===== src/rtl/multiply_seq_if.sv =====
// Handshake and data bundle for the iterative multiply/accumulate engine.
// The requester drives the master side; the engine uses the slave side.
interface multiply_seq_if #(
   parameter int WIDTH = 16,
   parameter int GUARD = 4
);
   localparam int ACCWIDTH = 2*WIDTH + GUARD;

   logic                start;
   logic [WIDTH-1:0]    A;
   logic [WIDTH-1:0]    B;
   logic                is_signed;
   logic                accumulate;
   logic                clear;
   logic                ready;
   logic                done;
   logic [2*WIDTH-1:0]  Y;
   logic [ACCWIDTH-1:0] acc;
   logic                overflow;

   modport master (
      output start, A, B, is_signed, accumulate, clear,
      input  ready, done, Y, acc, overflow
   );

   modport slave (
      input  start, A, B, is_signed, accumulate, clear,
      output ready, done, Y, acc, overflow
   );
endinterface


===== src/rtl/multiply_seq.sv =====
// Iterative shift-add multiplier with signed/unsigned operands, optional
// accumulate into a guarded accumulator and a sticky overflow flag.
module multiply_seq #(
   parameter int WIDTH = 16,
   parameter int GUARD = 4
) (
   input  logic           clk,
   input  logic           rst_n,
   multiply_seq_if.slave  bus
);
   localparam int ACCWIDTH = 2*WIDTH + GUARD;
   localparam int PW       = 2*WIDTH;
   localparam int CW       = $clog2(WIDTH+1);

   typedef enum logic [1:0] {IDLE, CALC, DONE} state_t;

   state_t              state, state_n;
   logic [CW-1:0]       cnt;
   logic [PW-1:0]       mcand;
   logic [WIDTH-1:0]    mplier;
   logic [PW-1:0]       pp;
   logic                neg_q;
   logic                sgn_q;
   logic                accum_q;
   logic [PW-1:0]       y_q;
   logic [ACCWIDTH-1:0] acc_q;
   logic                ovf_q;

   logic [WIDTH-1:0]    mag_a, mag_b;
   logic [PW-1:0]       pp_n, y_n;
   logic [ACCWIDTH-1:0] y_ext;
   logic [ACCWIDTH:0]   sum;
   logic                add_ovf;
   logic                last;

   // Negating -2^(WIDTH-1) in WIDTH bits yields 2^(WIDTH-1), which is
   // exactly the correct magnitude when the register is read as unsigned.
   assign mag_a = (bus.is_signed && bus.A[WIDTH-1]) ? -bus.A : bus.A;
   assign mag_b = (bus.is_signed && bus.B[WIDTH-1]) ? -bus.B : bus.B;
   assign last  = (cnt == CW'(1));

   always_ff @(posedge clk or negedge rst_n) begin
      if (!rst_n) state <= IDLE;
      else        state <= state_n;
   end

   // NOTE: every signal written in a combinational block gets a default
   // first, so no path can leave it unassigned and infer a latch.
   always_comb begin
      state_n = state;
      case (state)
         IDLE:    if (bus.start) state_n = CALC;
         CALC:    if (last)      state_n = DONE;
         DONE:                   state_n = IDLE;
         default:                state_n = IDLE;
      endcase
   end

   always_comb begin
      pp_n    = mplier[0] ? pp + mcand : pp;
      y_n     = neg_q ? -pp_n : pp_n;
      y_ext   = sgn_q ? ACCWIDTH'($signed(y_n)) : ACCWIDTH'(y_n);
      sum     = {1'b0, acc_q} + {1'b0, y_ext};
      add_ovf = sgn_q ? ((acc_q[ACCWIDTH-1] == y_ext[ACCWIDTH-1]) &&
                         (sum[ACCWIDTH-1]   != acc_q[ACCWIDTH-1]))
                      : sum[ACCWIDTH];
   end

   // NOTE: only a handful of datapath flops exist, so all of them take the
   // async reset; that keeps simulation X-free and an abort fully clean.
   always_ff @(posedge clk or negedge rst_n) begin
      if (!rst_n) begin
         cnt     <= '0;
         mcand   <= '0;
         mplier  <= '0;
         pp      <= '0;
         neg_q   <= 1'b0;
         sgn_q   <= 1'b0;
         accum_q <= 1'b0;
         y_q     <= '0;
         acc_q   <= '0;
         ovf_q   <= 1'b0;
      end else begin
         // NOTE: non-blocking assignments throughout, so every register sees
         // the pre-edge values of the others regardless of statement order.
         case (state)
            IDLE: if (bus.start) begin
               mcand   <= PW'(mag_a);
               mplier  <= mag_b;
               pp      <= '0;
               cnt     <= CW'(WIDTH);
               neg_q   <= bus.is_signed & (bus.A[WIDTH-1] ^ bus.B[WIDTH-1]);
               sgn_q   <= bus.is_signed;
               accum_q <= bus.accumulate;
            end
            CALC: begin
               pp     <= pp_n;
               mcand  <= mcand << 1;
               mplier <= mplier >> 1;
               cnt    <= cnt - CW'(1);
               // The final iteration publishes Y/acc together with entry to DONE.
               if (last) begin
                  y_q <= y_n;
                  if (accum_q) begin
                     acc_q <= sum[ACCWIDTH-1:0];
                     ovf_q <= ovf_q | add_ovf;
                  end else begin
                     acc_q <= y_ext;
                  end
               end
            end
            default: ;
         endcase
         // Placed last so a coincident clear overrides the accumulator update.
         if (bus.clear) begin
            acc_q <= '0;
            ovf_q <= 1'b0;
         end
      end
   end

   assign bus.ready    = (state == IDLE);
   assign bus.done     = (state == DONE);
   assign bus.Y        = y_q;
   assign bus.acc      = acc_q;
   assign bus.overflow = ovf_q;
endmodule


===== src/flat_wrapper.sv =====
// flat-port wrapper written by rule: the top's interface ports become plain ports
module multiply_seq_flat 
#(
   parameter int WIDTH = 16,
   parameter int GUARD = 4
)
  (clk, rst_n, bus_start, bus_A, bus_B, bus_is_signed, bus_accumulate, bus_clear, bus_ready, bus_done, bus_Y, bus_acc, bus_overflow);
  multiply_seq_if #(.WIDTH(WIDTH), .GUARD(GUARD)) bus_i ();
  input  logic clk;
  input  logic rst_n;
  input wire logic [$bits(bus_i.start)-1:0] bus_start;
  input wire logic [$bits(bus_i.A)-1:0] bus_A;
  input wire logic [$bits(bus_i.B)-1:0] bus_B;
  input wire logic [$bits(bus_i.is_signed)-1:0] bus_is_signed;
  input wire logic [$bits(bus_i.accumulate)-1:0] bus_accumulate;
  input wire logic [$bits(bus_i.clear)-1:0] bus_clear;
  output wire logic [$bits(bus_i.ready)-1:0] bus_ready;
  output wire logic [$bits(bus_i.done)-1:0] bus_done;
  output wire logic [$bits(bus_i.Y)-1:0] bus_Y;
  output wire logic [$bits(bus_i.acc)-1:0] bus_acc;
  output wire logic [$bits(bus_i.overflow)-1:0] bus_overflow;
  assign bus_i.start = bus_start;
  assign bus_i.A = bus_A;
  assign bus_i.B = bus_B;
  assign bus_i.is_signed = bus_is_signed;
  assign bus_i.accumulate = bus_accumulate;
  assign bus_i.clear = bus_clear;
  assign bus_ready = bus_i.ready;
  assign bus_done = bus_i.done;
  assign bus_Y = bus_i.Y;
  assign bus_acc = bus_i.acc;
  assign bus_overflow = bus_i.overflow;
  multiply_seq #(.WIDTH(WIDTH), .GUARD(GUARD)) u_core (.clk(clk), .rst_n(rst_n), .bus(bus_i));
endmodule

===== config.mk =====
export PLATFORM = sky130hd
export DESIGN_NAME = multiply_seq_flat
export DESIGN_NICKNAME = d
export VERILOG_FILES = /design/src/rtl/multiply_seq_if.sv /design/src/rtl/multiply_seq.sv /design/src/flat_wrapper.sv
export SDC_FILE = /design/constraint.sdc
export NUM_CORES = 1
export LEC_CHECK = 0
export BUFFER_PORTS_ARGS = -buffer_cell sky130_fd_sc_hd__buf_4
export CAP_MARGIN = 30
export CORE_AREA = 2 2 137 139
export DETAILED_ROUTE_END_ITERATION = 16
export DIE_AREA = 0 0 139 141
export GPL_TIMING_DRIVEN = 1
export PLACE_DENSITY = 0.87
export SLEW_MARGIN = 30
export SYNTH_ARGS = -nofsm -noshare
export SYNTH_HDL_FRONTEND = slang
export SYNTH_SLANG_ARGS = --single-unit
export TNS_END_PERCENT = 20

===== constraint.sdc =====
create_clock -name clk -period 15.4 [get_ports clk]
set_clock_uncertainty 0.1 [all_clocks]
set_input_delay 3.08 -clock clk [delete_from_list [all_inputs] [get_ports clk]]
set_output_delay 3.08 -clock clk [all_outputs]
set_load 0.005 [all_outputs]

==> impl_summary.md <==
STA
The clock period could shrink to approximately 6600 ps. Setup violations remaining at the end of the flow were counted as 0. Setup repair after global routing left no endpoint under its margin.

On the final layout, the worst hold slack is about 380 ps. The summed negative setup slack over all endpoints is 0 ps. The relative slew slack is 45.9%.

The number of max-slew violations in the final report came to 0. For the pin with the worst max-slew slack, the measured transition is between 800 and 900 ps. The number of hold-slack violations in the final timing report is 0.

Derived from the worst setup path, the maximum achievable clock frequency is approximately 150 MHz. Dividing the final minimum period by the clock period gives roughly 43%.

Synthesis
The number of distinct standard cells referenced by the synthesized netlist is 80. The Yosys step of the flow raised 0 warnings. After synthesis, the cell types taking the most area are sky130_fd_sc_hd__dfrtp_1, sky130_fd_sc_hd__ha_1, sky130_fd_sc_hd__o21ai_0. The number of flops mapped to enable cells by yosys is 0. The post-synthesis async set-or-reset flop share is between 90% and 100%. The summed instance area of the synthesized netlist is 11800 um^2. The top-area cell type share of the netlist area is between 30% and 40%.

For this run, the register share of the synthesized area comes to 33.6%. The synthesized netlist net count is roughly 1.5k. In this run, synthesis produced a sequential element count of 159. For this run, the leading register cell type out of synthesis is sky130_fd_sc_hd__dfrtp_1.

The leading area contributor after synthesis is sky130_fd_sc_hd__dfrtp_1. Each instance of the synthesized netlist takes up on average ~8.3 um^2. The cell count after synthesis came out at 1432.

Clocking
The number of buffers inserted by hold repair at cts is 0. The number of setup buffers added after CTS is 0. Clock-pin slew was measured on the worst setup and hold paths at ~60 ps. TritonCTS built the clock tree. The clock sink count is 159. The clock tree buffer depth is 2. The cell at the root of the clock tree is sky130_fd_sc_hd__clkbuf_16. In this run, post-CTS repair resized a total of 0 instances. The clock tree synthesis step divided the H-tree into 4 levels. The clock latency on the worst-skew pair is 430 ps.

In this run, CTS created clock tree buffers numbering 17.

Setup path
The most frequent cell on the critical path is sky130_fd_sc_hd__a31oi_1. The biggest cell delay along the critical path is 650 ps. The element type at the critical path start is a flop. The arrival time at the worst endpoint is slightly below 7000 ps. The signal on the critical path passes through ha_1, fa_1, a21o_1, a22oi_2, a21oi_1, a311oi_2, or3_1, nand3_1, a2111oi_0, o21ai_0, nand2_1, xnor2_1, inv_1, ha_1, nand2_1, nor3_1, and4_1, a32oi_1, nand3_1, a31oi_1, o21ai_0, a31oi_1, or3b_2, a31oi_1. The worst register-to-register path begins at u_core.pp[0]. The largest fanout of any net on the critical path is 9.

In this run the register-to-register setup slack is between 8000 and 9000 ps. Data on the critical path is required at its endpoint by roughly 16000 ps. On the critical path, the stage with the largest delay is an instance of sky130_fd_sc_hd__a2111oi_0. The endpoint identified for the worst register-to-register timing path is u_core.bus.overflow. The worst reg-to-reg path cell count is 24. The critical path is of the reg -> reg type. The worst setup path is captured at a flop.

Routing
The via count of the routed design is approximately 11k. The total wire length is between 30000 and 40000 um. In this run, the number of DRC markers left after iteration 0 of detailed routing was roughly 1.1k. The first detailed-routing pass took 6 iterations. In the routed design, unresolved DRC markers number 0. The via density per instance is ~6.4. The final antenna-violating net count is 0. Dividing the detail-routed wire length by the instance count gives approximately 17 um.

Floorplan
The total area inside the core boundary comes to 18300 um^2. The width of the die is 139 um. The vertical extent of the die is 141 um. The initial utilization of the core area, before any placement, comes to between 60% and 70%. The boundary pin count is approximately 110. The placement row count is 50. The die covers around 20000 um^2.

Hold path
The worst hold path terminates at u_core.bus.Y[5]. The cell depth of the worst hold path is 2. The class of the most critical hold timing path is reg -> reg. In this run the most critical hold path is launched from u_core.bus.Y[5].

Pwr
Power spread over the standard cell area amounts to roughly 240 nW/um^2. The design draws between 3 and 4 mW. The fraction of power spent switching nets is between 40% and 50%. In this run the static leakage power is ~6 nW. The fraction of power consumed by combinational cells is 64.6%.

Registers are responsible for between 20 and 25% of the overall power. Of the total power, the clock network draws between 10% and 20%. The internal portion of the total power is ~1.6 mW. Across the VDD grid, the largest voltage drop is around 130 uV. The switching power is approximately 1.6 mW.

Placement
The count of buffers added on input and output ports is about 110. The HPWL after detailed placement is ~21000 um. The placed cell area is ~13000 um^2.

The placer congestion estimate is approximately 1.0.

Finish
The number of inserted diodes is 0. The fraction of final layout cells sized beyond drive strength 1 is about an eighth. The area of the multi-input gates is roughly 7500 um^2. After routing the design area is 13300 um^2. Compared with the post-synthesis result, the final layout area differs by 12.7%. At the end of the flow, the number of nets in the layout was around 1.6k. The sequential cells in the finished layout cover a total of roughly 4000 um^2.

Cells fill 73.1% of the core in the end. After filler insertion, the fill cell instance count of the layout stands at between 1k and 1.5k.

Global routing
The maximum number of pins on one net before global-route repair is about 100. The global-route usage over all layers is roughly 30%. The total global routing overflow is 0. The initial antenna violation count is 0. The global-route wire length before repair is 50100 um. The via count of the first global-routing pass was slightly above 10k.

Status
The flow ran to the end, and the final reports show no timing, DRC or antenna violations.

Run
Across the run, the number of max-cap violations was 0.
==> critical path, delay by kind of cell, from the launching register on <==
| family | cells | cell delay [ps] |
|---|---|---|
| compound gates | 11 | 3020 |
| simple gates | 8 | 1680 |
| fa+ha+maj | 3 | 1090 |
| flops | 1 | 390 |
| xor+xnor | 1 | 180 |
| buf+inv | 1 | 70 |
==> cell usage in the layout (no fill, tap or decap), types with 5 or more instances in the layout <==
master and count:
sky130_fd_sc_hd__nand2_1 207, sky130_fd_sc_hd__dfrtp_1 158, sky130_fd_sc_hd__o21ai_0 157, sky130_fd_sc_hd__buf_4 117
sky130_fd_sc_hd__nor2_1 92, sky130_fd_sc_hd__a21oi_1 84, sky130_fd_sc_hd__ha_1 72, sky130_fd_sc_hd__xnor2_1 52
sky130_fd_sc_hd__nand3_1 52, sky130_fd_sc_hd__xor2_1 44, sky130_fd_sc_hd__a21o_1 37, sky130_fd_sc_hd__inv_1 33
sky130_fd_sc_hd__a22oi_1 30, sky130_fd_sc_hd__nor3_1 29, sky130_fd_sc_hd__a211oi_1 19, sky130_fd_sc_hd__o31ai_1 18
sky130_fd_sc_hd__o21a_1 17, sky130_fd_sc_hd__clkbuf_16 17, sky130_fd_sc_hd__a31oi_1 16, sky130_fd_sc_hd__and2_1 15
sky130_fd_sc_hd__mux2i_1 13, sky130_fd_sc_hd__nor2b_1 12, sky130_fd_sc_hd__or3_1 12, sky130_fd_sc_hd__o211ai_1 12
sky130_fd_sc_hd__a221o_1 8, sky130_fd_sc_hd__nand2b_1 8, sky130_fd_sc_hd__and3_1 7, sky130_fd_sc_hd__nand4_1 7
sky130_fd_sc_hd__or4_1 7, sky130_fd_sc_hd__mux2_2 7, sky130_fd_sc_hd__a211o_1 6, sky130_fd_sc_hd__and4_1 6
sky130_fd_sc_hd__nor3b_1 6, sky130_fd_sc_hd__o21bai_1 6, sky130_fd_sc_hd__a2111oi_0 6, sky130_fd_sc_hd__o2111ai_1 5
sky130_fd_sc_hd__a21boi_0 5, sky130_fd_sc_hd__clkbuf_8 5
==> registers in the layout, summed over array words and instances (netlist names) <==
register,flops
u_core.neg_q,1
u_core.pp,32
u_core.state,2
u_core.cnt,5
u_core.bus.acc,36
u_core.sgn_q,1
u_core.accum_q,1
u_core.mplier,16
u_core.bus.Y,32
u_core.bus.overflow,1
u_core.mcand,32
==> how the worst max path moves through the flow <==
stage / slack, ps / cells after the start / endpoint / startpoint
floorplan: 9630 / 25 / u_core.bus.overflow / u_core.pp[0]
global placement: 9170 / 23 / u_core.bus.acc[35] / u_core.pp[0]
detailed placement: 8940 / 24 / u_core.bus.overflow / u_core.pp[0]
CTS: 8900 / 24 / u_core.bus.overflow / u_core.pp[0]
global route: 8190 / 24 / u_core.bus.overflow / u_core.pp[0]
finish: 8800 / 24 / u_core.bus.overflow / u_core.pp[0]
==> cell type report <==
cell class / instances / area share (%)
clock buffers: 24 / 3.68
clock inverters: 8 / 0.600
inverters: 36 / 1.01
multi-input cells: 1163 / 56.0
flip-flops and latches: 159 / 29.8
well taps: 234 / 2.19
repair buffers: 118 / 6.68
==> cell usage after synthesis, drive strengths merged, types with 18 or more instances <==
cell type	instances
nor3	29
nor2	93
o31ai	18
inv	34
o21ai	160
ha	72
a211oi	19
clkbuf	65
nand2	209
nand3	52
a22oi	32
xnor2	52
dfrtp	159
a21o	38
a21oi	84
xor2	44
==> logic make-up (layout without fill, tap and decap cells) <==
kind of cell             count (synthesis)  count (layout)  share of synthesized area (%)
AND/OR/NAND/NOR                        491             491                           19.5
AO/OA/AOI/OAI                          481             481                           26.5
flip-flops                             159             159                           33.6
buffers and inverters                  110             186                           3.52
XOR/XNOR                                96              96                           7.10
adder cells (fa/ha/maj)                 74              74                           7.94
multiplexers                            21              21                           1.89
==> routing by layer <==
metal	up-vias	GRT usage [%]	wire [um]
met2	502	48.8	13700
met1	5242	43.6	13300
met3	49	4.62	2460
li1	5362	-	-
met5	-	0	0
met4	0	10.1	576
==> metrics by stage <==
step           setup WS, ps  std cells
4_1_cts                8900       1742
6_report               8800       1742
3_5_place_dp           8940       1710
5_1_grt                8190       1742
2_1_floorplan          9630       1432
3_3_place_gp           9170       1710
==> power groups by stage <==
stage	combinational [mW]	sequential (mW)	clock, mW
CTS	2.01	0.701	0.416
global placement	1.92	0.700	0
finish	2.04	0.705	0.414
detailed placement	1.99	0.707	0
global route	2.26	0.725	0.435
floorplan	1.54	0.664	0
No activity file was read; power rests on OpenSTA's default activity.
